File: config.mk
export PLATFORM = sky130hd
export DESIGN_NAME = vga_pattern_gen
export DESIGN_NICKNAME = d
export VERILOG_FILES = /design/src/rtl/vga_pkg.sv /design/src/rtl/vga_timing.sv /design/src/rtl/vga_pattern_gen.sv
export SDC_FILE = /design/constraint.sdc
export NUM_CORES = 1
export LEC_CHECK = 0
export CORE_ASPECT_RATIO = 0.7
export CORE_MARGIN = 2
export CORE_UTILIZATION = 61
export DETAILED_ROUTE_END_ITERATION = 8
export GPL_ROUTABILITY_DRIVEN = 1
export GPL_TIMING_DRIVEN = 0
export PLACE_DENSITY = 0.91
export SLEW_MARGIN = 20
export SYNTH_ARGS = -nofsm -noshare
export SYNTH_HDL_FRONTEND = slang
export SYNTH_SLANG_ARGS = --single-unit
File: constraint.sdc
create_clock -name clk -period 5.44 [get_ports clk]
set_clock_uncertainty 0.15 [all_clocks]
set_input_delay 1.088 -clock clk [delete_from_list [all_inputs] [get_ports clk]]
set_output_delay 1.088 -clock clk [all_outputs]
set_load 0.02 [all_outputs]
File: src/rtl/vga_pkg.sv
// Shared types and constants for the VGA test-pattern generator.
// Mode and direction enums, bar palette, default 640x480 timing.
package vga_pkg;

  typedef enum logic [1:0] {
    MODE_SOLID  = 2'd0,
    MODE_BARS   = 2'd1,
    MODE_CHECK  = 2'd2,
    MODE_BOUNCE = 2'd3
  } vga_mode_t;

  typedef enum logic {
    DIR_POS = 1'b0,
    DIR_NEG = 1'b1
  } dir_t;

  // {R,G,B} on/off per bar, index 0 is the leftmost bar
  localparam logic [2:0] BAR_RGB [8] = '{
    3'b111, 3'b110, 3'b011, 3'b010,
    3'b101, 3'b100, 3'b001, 3'b000
  };

  localparam int DEF_H_ACTIVE = 640;
  localparam int DEF_H_FP     = 16;
  localparam int DEF_H_SYNC   = 96;
  localparam int DEF_H_BP     = 48;
  localparam int DEF_V_ACTIVE = 480;
  localparam int DEF_V_FP     = 10;
  localparam int DEF_V_SYNC   = 2;
  localparam int DEF_V_BP     = 33;

endpackage

File: src/rtl/vga_timing.sv
// Pixel/line counters with sync, active and frame strobes.
// Everything here is decoded from the current counter value.
module vga_timing
  import vga_pkg::*;
#(
  parameter int H_ACTIVE = DEF_H_ACTIVE,
  parameter int H_FP     = DEF_H_FP,
  parameter int H_SYNC   = DEF_H_SYNC,
  parameter int H_BP     = DEF_H_BP,
  parameter int V_ACTIVE = DEF_V_ACTIVE,
  parameter int V_FP     = DEF_V_FP,
  parameter int V_SYNC   = DEF_V_SYNC,
  parameter int V_BP     = DEF_V_BP,
  parameter int HW = $clog2(H_ACTIVE + H_FP + H_SYNC + H_BP),
  parameter int VW = $clog2(V_ACTIVE + V_FP + V_SYNC + V_BP)
) (
  input  logic          clk,
  input  logic          reset,
  input  logic          i_pix_en,
  output logic [HW-1:0] o_hc,
  output logic [VW-1:0] o_vc,
  output logic          o_hsync,
  output logic          o_vsync,
  output logic          o_active,
  output logic          o_eof,
  output logic          o_first
);

  localparam int H_TOTAL = H_ACTIVE + H_FP + H_SYNC + H_BP;
  localparam int V_TOTAL = V_ACTIVE + V_FP + V_SYNC + V_BP;
  localparam int HS_BEG  = H_ACTIVE + H_FP;
  localparam int VS_BEG  = V_ACTIVE + V_FP;

  logic [HW-1:0] r_hc;
  logic [VW-1:0] r_vc;
  logic          w_h_last;
  logic          w_v_last;
  logic [31:0]   w_h32;
  logic [31:0]   w_v32;

  assign w_h_last = r_hc == HW'(H_TOTAL - 1);
  assign w_v_last = r_vc == VW'(V_TOTAL - 1);
  assign w_h32    = 32'(r_hc);
  assign w_v32    = 32'(r_vc);

  // advance the raster position once per pixel strobe
  always_ff @(posedge clk or negedge reset) begin
    if (!reset) begin
      r_hc <= '0;
      r_vc <= '0;
    end else if (i_pix_en) begin
      if (w_h_last) begin
        r_hc <= '0;
        r_vc <= w_v_last ? '0 : r_vc + 1'b1;
      end else begin
        r_hc <= r_hc + 1'b1;
      end
    end
  end

  assign o_hc     = r_hc;
  assign o_vc     = r_vc;
  assign o_hsync  = (w_h32 >= HS_BEG) &&
                    (w_h32 < HS_BEG + H_SYNC);
  assign o_vsync  = (w_v32 >= VS_BEG) &&
                    (w_v32 < VS_BEG + V_SYNC);
  assign o_active = (w_h32 < H_ACTIVE) &&
                    (w_v32 < V_ACTIVE);
  assign o_eof    = w_h_last && w_v_last;
  assign o_first  = (r_hc == '0) && (r_vc == '0);

endmodule

File: src/rtl/vga_pattern_gen.sv
// VGA test-pattern generator: mode latch, bouncing box,
// pattern select and the registered DAC outputs.
module vga_pattern_gen
  import vga_pkg::*;
#(
  parameter int   H_ACTIVE = DEF_H_ACTIVE,
  parameter int   H_FP     = DEF_H_FP,
  parameter int   H_SYNC   = DEF_H_SYNC,
  parameter int   H_BP     = DEF_H_BP,
  parameter int   V_ACTIVE = DEF_V_ACTIVE,
  parameter int   V_FP     = DEF_V_FP,
  parameter int   V_SYNC   = DEF_V_SYNC,
  parameter int   V_BP     = DEF_V_BP,
  parameter logic SYNC_POL = 1'b0,
  parameter int   CW       = 8,
  parameter int   CHK_LOG  = 5,
  parameter int   BOX      = 64
) (
  input  logic            clk,
  input  logic            reset,
  input  logic            pix_en,
  input  logic [1:0]      mode_req,
  input  logic [3*CW-1:0] fg_color,
  output logic            VGA_HS,
  output logic            VGA_VS,
  output logic            VGA_BLANK_N,
  output logic [CW-1:0]   VGA_R,
  output logic [CW-1:0]   VGA_G,
  output logic [CW-1:0]   VGA_B,
  output logic            frame_start,
  output logic [7:0]      frame_cnt
);

  localparam int HW = $clog2(H_ACTIVE + H_FP + H_SYNC + H_BP);
  localparam int VW = $clog2(V_ACTIVE + V_FP + V_SYNC + V_BP);
  localparam int BAR_W = H_ACTIVE / 8;
  localparam logic [HW-1:0] BAR_W_H  = HW'(BAR_W);
  localparam logic [HW-1:0] BARS_END = HW'(8 * BAR_W);
  localparam logic [HW-1:0] X_MAX    = HW'(H_ACTIVE - BOX);
  localparam logic [VW-1:0] Y_MAX    = VW'(V_ACTIVE - BOX);
  localparam logic [HW-1:0] BOX_H    = HW'(BOX);
  localparam logic [VW-1:0] BOX_V    = VW'(BOX);

  logic [HW-1:0]   w_hc;
  logic [VW-1:0]   w_vc;
  logic            w_hsync;
  logic            w_vsync;
  logic            w_active;
  logic            w_eof;
  logic            w_first;
  logic            w_frame_end;

  vga_mode_t       r_mode;
  logic [HW-1:0]   r_box_x;
  logic [VW-1:0]   r_box_y;
  dir_t            r_dx;
  dir_t            r_dy;
  logic [HW-1:0]   w_box_x_n;
  logic [VW-1:0]   w_box_y_n;
  dir_t            w_dx_n;
  dir_t            w_dy_n;

  logic [2:0]      w_bar_idx;
  logic [2:0]      w_bar;
  logic            w_in_box;
  logic [3*CW-1:0] w_rgb;

  logic            r_hs;
  logic            r_vs;
  logic            r_blank_n;
  logic [3*CW-1:0] r_rgb;
  logic            r_fs;
  logic [7:0]      r_frame_cnt;

  vga_timing #(
    .H_ACTIVE (H_ACTIVE),
    .H_FP     (H_FP),
    .H_SYNC   (H_SYNC),
    .H_BP     (H_BP),
    .V_ACTIVE (V_ACTIVE),
    .V_FP     (V_FP),
    .V_SYNC   (V_SYNC),
    .V_BP     (V_BP),
    .HW       (HW),
    .VW       (VW)
  ) u_timing (
    .clk      (clk),
    .reset    (reset),
    .i_pix_en (pix_en),
    .o_hc     (w_hc),
    .o_vc     (w_vc),
    .o_hsync  (w_hsync),
    .o_vsync  (w_vsync),
    .o_active (w_active),
    .o_eof    (w_eof),
    .o_first  (w_first)
  );

  assign w_frame_end = w_eof && pix_en;

  // frame-boundary state: mode, box position/direction, frame count
  always_ff @(posedge clk or negedge reset) begin
    if (!reset) begin
      r_mode      <= MODE_SOLID;
      r_box_x     <= '0;
      r_box_y     <= '0;
      r_dx        <= DIR_POS;
      r_dy        <= DIR_POS;
      r_frame_cnt <= '0;
    end else if (w_frame_end) begin
      r_mode      <= vga_mode_t'(mode_req);
      r_box_x     <= w_box_x_n;
      r_box_y     <= w_box_y_n;
      r_dx        <= w_dx_n;
      r_dy        <= w_dy_n;
      r_frame_cnt <= r_frame_cnt + 8'd1;
    end
  end

  // bounce step: reverse at an edge, otherwise move one pixel
  always_comb begin
    w_box_x_n = r_box_x;
    w_box_y_n = r_box_y;
    w_dx_n    = r_dx;
    w_dy_n    = r_dy;
    unique case (1'b1)
      (r_dx == DIR_POS) && (r_box_x == X_MAX): begin
        w_dx_n    = DIR_NEG;
        w_box_x_n = r_box_x - 1'b1;
      end
      (r_dx == DIR_NEG) && (r_box_x == '0): begin
        w_dx_n    = DIR_POS;
        w_box_x_n = HW'(1);
      end
      (r_dx == DIR_POS) && (r_box_x != X_MAX):
        w_box_x_n = r_box_x + 1'b1;
      (r_dx == DIR_NEG) && (r_box_x != '0):
        w_box_x_n = r_box_x - 1'b1;
    endcase
    unique case (1'b1)
      (r_dy == DIR_POS) && (r_box_y == Y_MAX): begin
        w_dy_n    = DIR_NEG;
        w_box_y_n = r_box_y - 1'b1;
      end
      (r_dy == DIR_NEG) && (r_box_y == '0): begin
        w_dy_n    = DIR_POS;
        w_box_y_n = VW'(1);
      end
      (r_dy == DIR_POS) && (r_box_y != Y_MAX):
        w_box_y_n = r_box_y + 1'b1;
      (r_dy == DIR_NEG) && (r_box_y != '0):
        w_box_y_n = r_box_y - 1'b1;
    endcase
  end

  assign w_bar_idx = 3'(w_hc / BAR_W_H);
  assign w_bar     = BAR_RGB[w_bar_idx];
  assign w_in_box  = (w_hc >= r_box_x) &&
                     (w_hc < r_box_x + BOX_H) &&
                     (w_vc >= r_box_y) &&
                     (w_vc < r_box_y + BOX_V);

  // colour of the pixel at the current raster position
  always_comb begin
    w_rgb = '0;
    if (w_active) begin
      unique case (r_mode)
        MODE_SOLID:
          w_rgb = fg_color;
        MODE_BARS:
          if (w_hc < BARS_END)
            w_rgb = {{CW{w_bar[2]}},
                     {CW{w_bar[1]}},
                     {CW{w_bar[0]}}};
        MODE_CHECK:
          if (!(w_hc[CHK_LOG] ^ w_vc[CHK_LOG]))
            w_rgb = fg_color;
        MODE_BOUNCE:
          if (w_in_box)
            w_rgb = fg_color;
      endcase
    end
  end

  // output register, advanced only by the pixel strobe
  always_ff @(posedge clk or negedge reset) begin
    if (!reset) begin
      r_hs      <= ~SYNC_POL;
      r_vs      <= ~SYNC_POL;
      r_blank_n <= 1'b0;
      r_rgb     <= '0;
    end else if (pix_en) begin
      r_hs      <= w_hsync ? SYNC_POL : ~SYNC_POL;
      r_vs      <= w_vsync ? SYNC_POL : ~SYNC_POL;
      r_blank_n <= w_active;
      r_rgb     <= w_rgb;
    end
  end

  // single-clock pulse following the enabled (0,0) cycle
  always_ff @(posedge clk or negedge reset) begin
    if (!reset) r_fs <= 1'b0;
    else        r_fs <= pix_en && w_first;
  end

  assign VGA_HS      = r_hs;
  assign VGA_VS      = r_vs;
  assign VGA_BLANK_N = r_blank_n;
  assign VGA_R       = r_rgb[3*CW-1 -: CW];
  assign VGA_G       = r_rgb[2*CW-1 -: CW];
  assign VGA_B       = r_rgb[CW-1:0];
  assign frame_start = r_fs;
  assign frame_cnt   = r_frame_cnt;

endmodule

==> results of run 1 <==
routing by layer:
layer,vias to the layer above,track usage (%),wire length [um]
met5,-,0,0
met4,0,8.43,194
met3,24,6.18,889
met2,197,45.8,6610
met1,2454,42.5,6500
li1,2397,-,-
state kept, by name, indices dropped and copies added (netlist names):
signal / flops
r_dx: 1
VGA_HS: 1
r_mode: 2
r_rgb: 24
u_timing.o_vc: 10
VGA_BLANK_N: 1
VGA_VS: 1
r_dy: 1
r_box_x: 10
u_timing.o_hc: 10
frame_cnt: 8
r_box_y: 10
frame_start: 1
kinds of logic (layout without fill, tap and decap cells):
family,Yosys count,after routing,synth area share (%)
fa+ha+maj,57,57,13.2
buf+inv,66,147,4.73
flops,80,80,36.5
xor+xnor,41,41,6.53
compound gates,159,159,18.0
simple gates,229,229,20.9
mux,1,1,0.205
area by class of cell:
| class | count | area [um2] | area share (%) |
|---|---|---|---|
| sequential | 80 | 2000 | 30.3 |
| clock inverter | 6 | 67.6 | 1.02 |
| clock buffer | 10 | 239 | 3.61 |
| inverter | 46 | 173 | 2.61 |
| timing repair buffer | 65 | 666 | 10.1 |
| buffer | 20 | 87.6 | 1.32 |
| multi-input combinational | 487 | 3230 | 48.8 |
| tap | 120 | 150 | 2.27 |
worst paths after layout:
path / start / end / cells after the start
setup / recovery: r_box_y[1]$_DFFE_PN0P_ / r_box_y[9]$_DFFE_PN0P_ / 11
hold / removal: frame_cnt[7]$_DFFE_PN0P_ / frame_cnt[7]$_DFFE_PN0P_ / 1
setup reg to reg: r_box_y[1]$_DFFE_PN0P_ / r_box_y[9]$_DFFE_PN0P_ / 11
hold reg to reg: frame_cnt[7]$_DFFE_PN0P_ / frame_cnt[7]$_DFFE_PN0P_ / 1
max in group asynchronous: reset / VGA_VS$_DFFE_PN1P_ / 2
min in group asynchronous: reset / u_timing.o_hc[6]$_DFFE_PN0P_ / 1
power by group:
group          internal (mW)  switching (mW)  total (mW)
registers              0.664          0.0704       0.734
clock network          0.369           0.260       0.629
logic                  0.225           0.273       0.498
worst register-to-register path: stages, from the launching register on:
cell       delay, ns
dfrtp_1         0.41
nor4_2          0.35
nand2_1         0.12
nor4_1          0.57
nor2_1          0.36
ha_1            0.43
o21ai_0         0.27
o21ai_0         0.18
and3_1          0.20
or4_4           0.48
a2111oi_0       0.39
o21bai_1        0.16
cell usage in the layout (no fill, tap or decap), types with 12 or more instances in the layout:
master | netlist | layout
o21ai_1 | 16 | 16
a31oi_1 | 27 | 27
a21oi_1 | 39 | 39
o21ai_0 | 22 | 22
inv_1 | 46 | 46
xor2_1 | 13 | 13
nor2_1 | 38 | 38
nand3_1 | 22 | 22
a21o_1 | 12 | 12
xnor2_1 | 28 | 28
dfrtp_1 | 78 | 78
nor2b_1 | 14 | 14
ha_1 | 55 | 55
clkdlybuf4s50_1 | 0 | 63
nand2_1 | 91 | 91
clkbuf_1 | 17 | 17
through the flow:
stage	worst slack [ns]	std cells	instance area (um2)	util (%)
CTS	1.39	834	6620	76.8
global placement	0.277	817	6290	73.0
detailed placement	1.40	818	6310	73.3
global route	1.18	834	6620	76.8
floorplan	2.05	633	5500	-
finish	1.31	834	6620	76.8
==> results.yml, run 1 <==
synthesis:
  ys_top_cells_by_area: "dfrtp_1 35%, ha_1 13%, nand2_1 6.2%"
  async_reset_ff_share_pct: 100
  ys_types: 61
  ys_seq_elements: 80
  yosys.cell_count.top_type: "nand2_1"
  synth_top_flop_cell: "dfrtp_1"
  synth_area_mm2: 0.00550
  synth_area_leader_cell: "dfrtp_1"
  avgSynthCellArea_um2: 8.69
  synth_edf_count: 0
  seq_area_frac_synth_pct: 36.5
  syn-num-nets: 719
  synthCells: 633
  ys_warn_count: 0
  synth_top_area_share_pct: 35.5
  synthTopCellsByCount: "91 x nand2_1, 78 x dfrtp_1, 55 x ha_1"
cells_and_area:
  final_nets: 795
  n_fill_cell: 597
  area_growth_pct: 20.4
  antenna_cells: 0
  drive_gt1_share_pct: 5.18
placement:
  portBuffers: 64
  gp_congestion: 0.927
  hpwl_um: 10500
clock_network:
  clk_latency_ns: 0.35
  cts_buffer_depth: 2
  cts_tree: "yes"
  numClockSinks: 80
  post-cts-setup-buffers: 0
  cts-resized-gates: 0
  root_buffer: "clkbuf_16"
  htreeDepth: 3
  cts_hold_buf: 0
  cts_buffers: 9
  clk_pin_slew_worst_paths_ns: 0.06
worst_hold_path:
  hold_path_class: "register to register"
sta:
  post-route-period-util_pct: 76.0
  max_slew.worst_pin.slew_ns: 0.770
  max_freq_ghz: 0.242
  fin_tns_setup_ns: 0
  setup-violations-final: 0
  slew-limit-headroom_pct: 48.6
  finalHoldViolations: 0
  fin_crit_ns: 4.13
  whs_ns: 0.329
  rsz0062_at_grt: "false"
  slew_viol_final: 0
power_and_ir_drop:
  ir_worst_vdd_mv: 0.245
  p_per_area_mw_per_mm2: 281
  p_leak_nw: 2.99
  p_total_mw: 1.86
global_route:
  grt.overflow.total: 0
  grt_pass1_vias: 4704
  antenna_found_initial: 0
  grt_use_total_pct: 29.7
  grt_max_degree: 51
  grt_pass1_wl_um: 23400
critical_path:
  crit_required_ns: 5.56
  start_kind: "register"
  cp_slowest_cell: "nor4_1"
  crit_arrival_ns: 4.26
  cp_common_cell: "o21ai_0"
  crit_chain: "nor4_2, nand2_1, nor4_1, nor2_1, ha_1, o21ai_0, o21ai_0, and3_1, or4_4, a2111oi_0, o21bai_1"
  crit_family: "simple AND/OR/NAND/NOR gates"
  crit_fanout: 9
  crit_type: "register to register"
  cp-end-kind: "register"
  cp_num_buf_inv: 0
  ff2ff_setup_slack_ns: 1.31
  critPathMaxStageDelay_ns: 0.57
routing:
  dr.pass1.iters: 5
  totalWireLength_um: 14200
  vias: 5072
  ant_nets: 0
  wl_per_cell_um: 17.0
  drc: 0
  viasPerCell: 6.08
  initialDrtViolationCount: 444
floorplanning:
  start_util_pct: 63.8
  die_y_um: 83.4
  fp-row-count: 28
  fp.dieW_um: 117
  coreArea_mm2: 0.00862
  ioPinCount: 65
  dieArea_mm2: 0.00980
outcome:
  status: "finished clean"
job:
  cap_viol_max_count: 0
Note: power is estimated with default switching activity, not from simulation.
==> run 2, diff against run 1 <==
- CORE_UTILIZATION: 61 -> 57
- PLACE_DENSITY: 0.91 -> 0.86
- clock period: 5.44 -> 3.9 ns (I/O delays scaled with it)
==> run 2 against run 1 <==
  * Global-route usage decreased by 0.63 points
  * Clock power increased by 41%
  * Combinational power increased by 45%
  * Via count about the same
  * Power increased by 41%
  * Sequential cell count unchanged
  * Worst setup slack got worse by 1.1 ns
  * Critical path type unchanged
  * Critical endpoint is now r_box_x[8]$_DFFE_PN0P_
  * Highest routed layer unchanged
==> results.yml, run 2 (synthesized netlist as in run 1, its figures left out) <==
outcome:
  status: "finished clean"
placement:
  dp_cells: 822
  portBuffers: 64
  dp_slack_ns: -0.110
  hpwl_um: 10800
  gp_congestion: 0.924
job:
  cap_viol_max_count: 0
cells_and_area:
  final_cell_mix: "91 x nand2_1, 78 x dfrtp_1, 63 x clkdlybuf4s50_1"
  seqCellArea_mm2: 0.00200
  area_growth_pct: 21.1
  final_common_cell: "nand2_1"
  drive_gt1_share_pct: 5.60
  n_fill_cell: 655
  fin_cells: 838
  largest_register: "r_rgb"
  final_nets: 795
  largest_reg_flops: 24
  antenna_cells: 0
  multi_input_area_mm2: 0.00327
  finish.utilization_pct: 72.3
floorplanning:
  die_y_um: 86.2
  fp.dieW_um: 121
  dieArea_mm2: 0.0105
  ioPinCount: 65
  coreArea_mm2: 0.00922
  start_util_pct: 59.7
  fp-row-count: 29
critical_path:
  critPathLaunch: "r_box_x[3]$_DFFE_PN0P_"
  rr_worst_depth: 12
  cp-end-kind: "register"
  r2r-start: "r_box_x[3]$_DFFE_PN0P_"
  crit_arrival_ns: 3.71
  critPathMaxStageDelay_ns: 0.56
  crit_required_ns: 3.97
  crit_chain: "or4_1, nor4_2, nand2_1, a2bb2oi_1, inv_1, ha_1, nor2b_1, o21ai_0, a21o_1, a31oi_1, xnor2_1, o22ai_1"
  crit_type: "register to register"
  critPathCapture: "r_box_x[8]$_DFFE_PN0P_"
  ff2ff_setup_slack_ns: 0.25
  crit_fanout: 8
  start_kind: "register"
  cp_slowest_cell: "or4_1"
  reg2reg_to: "r_box_x[8]$_DFFE_PN0P_"
global_route:
  grt.overflow.total: 0
  grt_pass1_vias: 4897
  grt_max_degree: 47
  antenna_found_initial: 0
  grt_use_total_pct: 29.0
  grt_pass1_wl_um: 24000
power_and_ir_drop:
  ir_worst_vdd_mv: 0.298
  p_per_area_mw_per_mm2: 395
  p_leak_nw: 3.01
sta:
  fin_ws_ns: 0.254
  finalHoldViolations: 0
  rsz0062_at_grt: "false"
  post-route-period-util_pct: 93.5
  fin_tns_setup_ns: 0
  max_slew.worst_pin.slew_ns: 0.845
  slew-limit-headroom_pct: 43.6
  fin_crit_ns: 3.65
  slew_viol_final: 0
  max_freq_ghz: 0.274
  setup-violations-final: 0
routing:
  dr.pass1.iters: 5
  totalWireLength_um: 14900
  viasPerCell: 6.06
  ant_nets: 0
  vias: 5076
  drc: 0
  wl_per_cell_um: 17.7
  initialDrtViolationCount: 467
clock_network:
  htreeDepth: 3
  cts_buffer_depth: 2
  numClockSinks: 80
  cts_buffers: 9
  post-cts-setup-buffers: 0
  clk_latency_ns: 0.34
  cts_tree: "yes"
  root_buffer: "clkbuf_16"
  cts_hold_buf: 0
  clk_pin_slew_worst_paths_ns: 0.06
worst_hold_path:
  hold_path_class: "input port to async pin"
[run 2: through the flow]
step,hold slack (ns),total power [mW],instance area (um2)
2_1_floorplan,0.334,1.43,5500
3_3_place_gp,0.307,1.68,6290
3_5_place_dp,0.309,1.74,6320
4_1_cts,0.266,2.62,6630
5_1_grt,0.293,2.74,6660
6_report,0.257,2.63,6660
[run 2: critical path: cells and delay by family (launching register included)]
family	cells	cell delay [ns]
simple gates	4	1.22
compound gates	5	0.94
flops	1	0.42
fa+ha+maj	1	0.39
buf+inv	1	0.24
xor+xnor	1	0.15
[run 2: repair_timing]
action | in CTS | in global routing
endpoints found under the setup margin | 1 | 1
resized for setup | 1 | 5
endpoints found under the hold margin | 0 | 0
[run 2: area by class of cell]
cell class                      count  area share [%]
Clock inverter                      5           0.826
Inverter                           46            2.59
Buffer                             20            1.31
Timing Repair Buffer               65            9.99
Multi-Input combinational cell    487            49.1
Tap cell                          124            2.33
Clock buffer                       11            3.79
Sequential cell                    80            30.1
[run 2: layer usage]
| metal | vias up | part of all wire [%] | GRT usage (%) |
|---|---|---|---|
| li1 | 2394 | - | - |
| met1 | 2482 | 46 | 40.9 |
| met2 | 183 | 47 | 45.5 |
| met3 | 17 | 6.0 | 5.99 |
| met4 | 0 | 1.3 | 9.09 |
| met5 | - | 0 | 0 |
[run 2: worst min-delay path by stage]
stage                     cells past startpoint  slack, ns                           end
after floorplan                               0       0.33       VGA_BLANK_N$_DFFE_PN0P_
final                                         1       0.26        r_box_x[3]$_DFFE_PN0P_
after global routing                          1       0.29  u_timing.o_hc[4]$_DFFE_PN0P_
after detailed placement                      1       0.31      frame_cnt[7]$_DFFE_PN0P_
after CTS                                     1       0.27  u_timing.o_hc[3]$_DFFE_PN0P_
after global placement                        1       0.31      frame_cnt[7]$_DFFE_PN0P_
[run 2: where the power goes]
group	switching [mW]	internal, mW
clock	0.355	0.529
combinational	0.405	0.317
sequential	0.0989	0.926
total	0.859	1.77
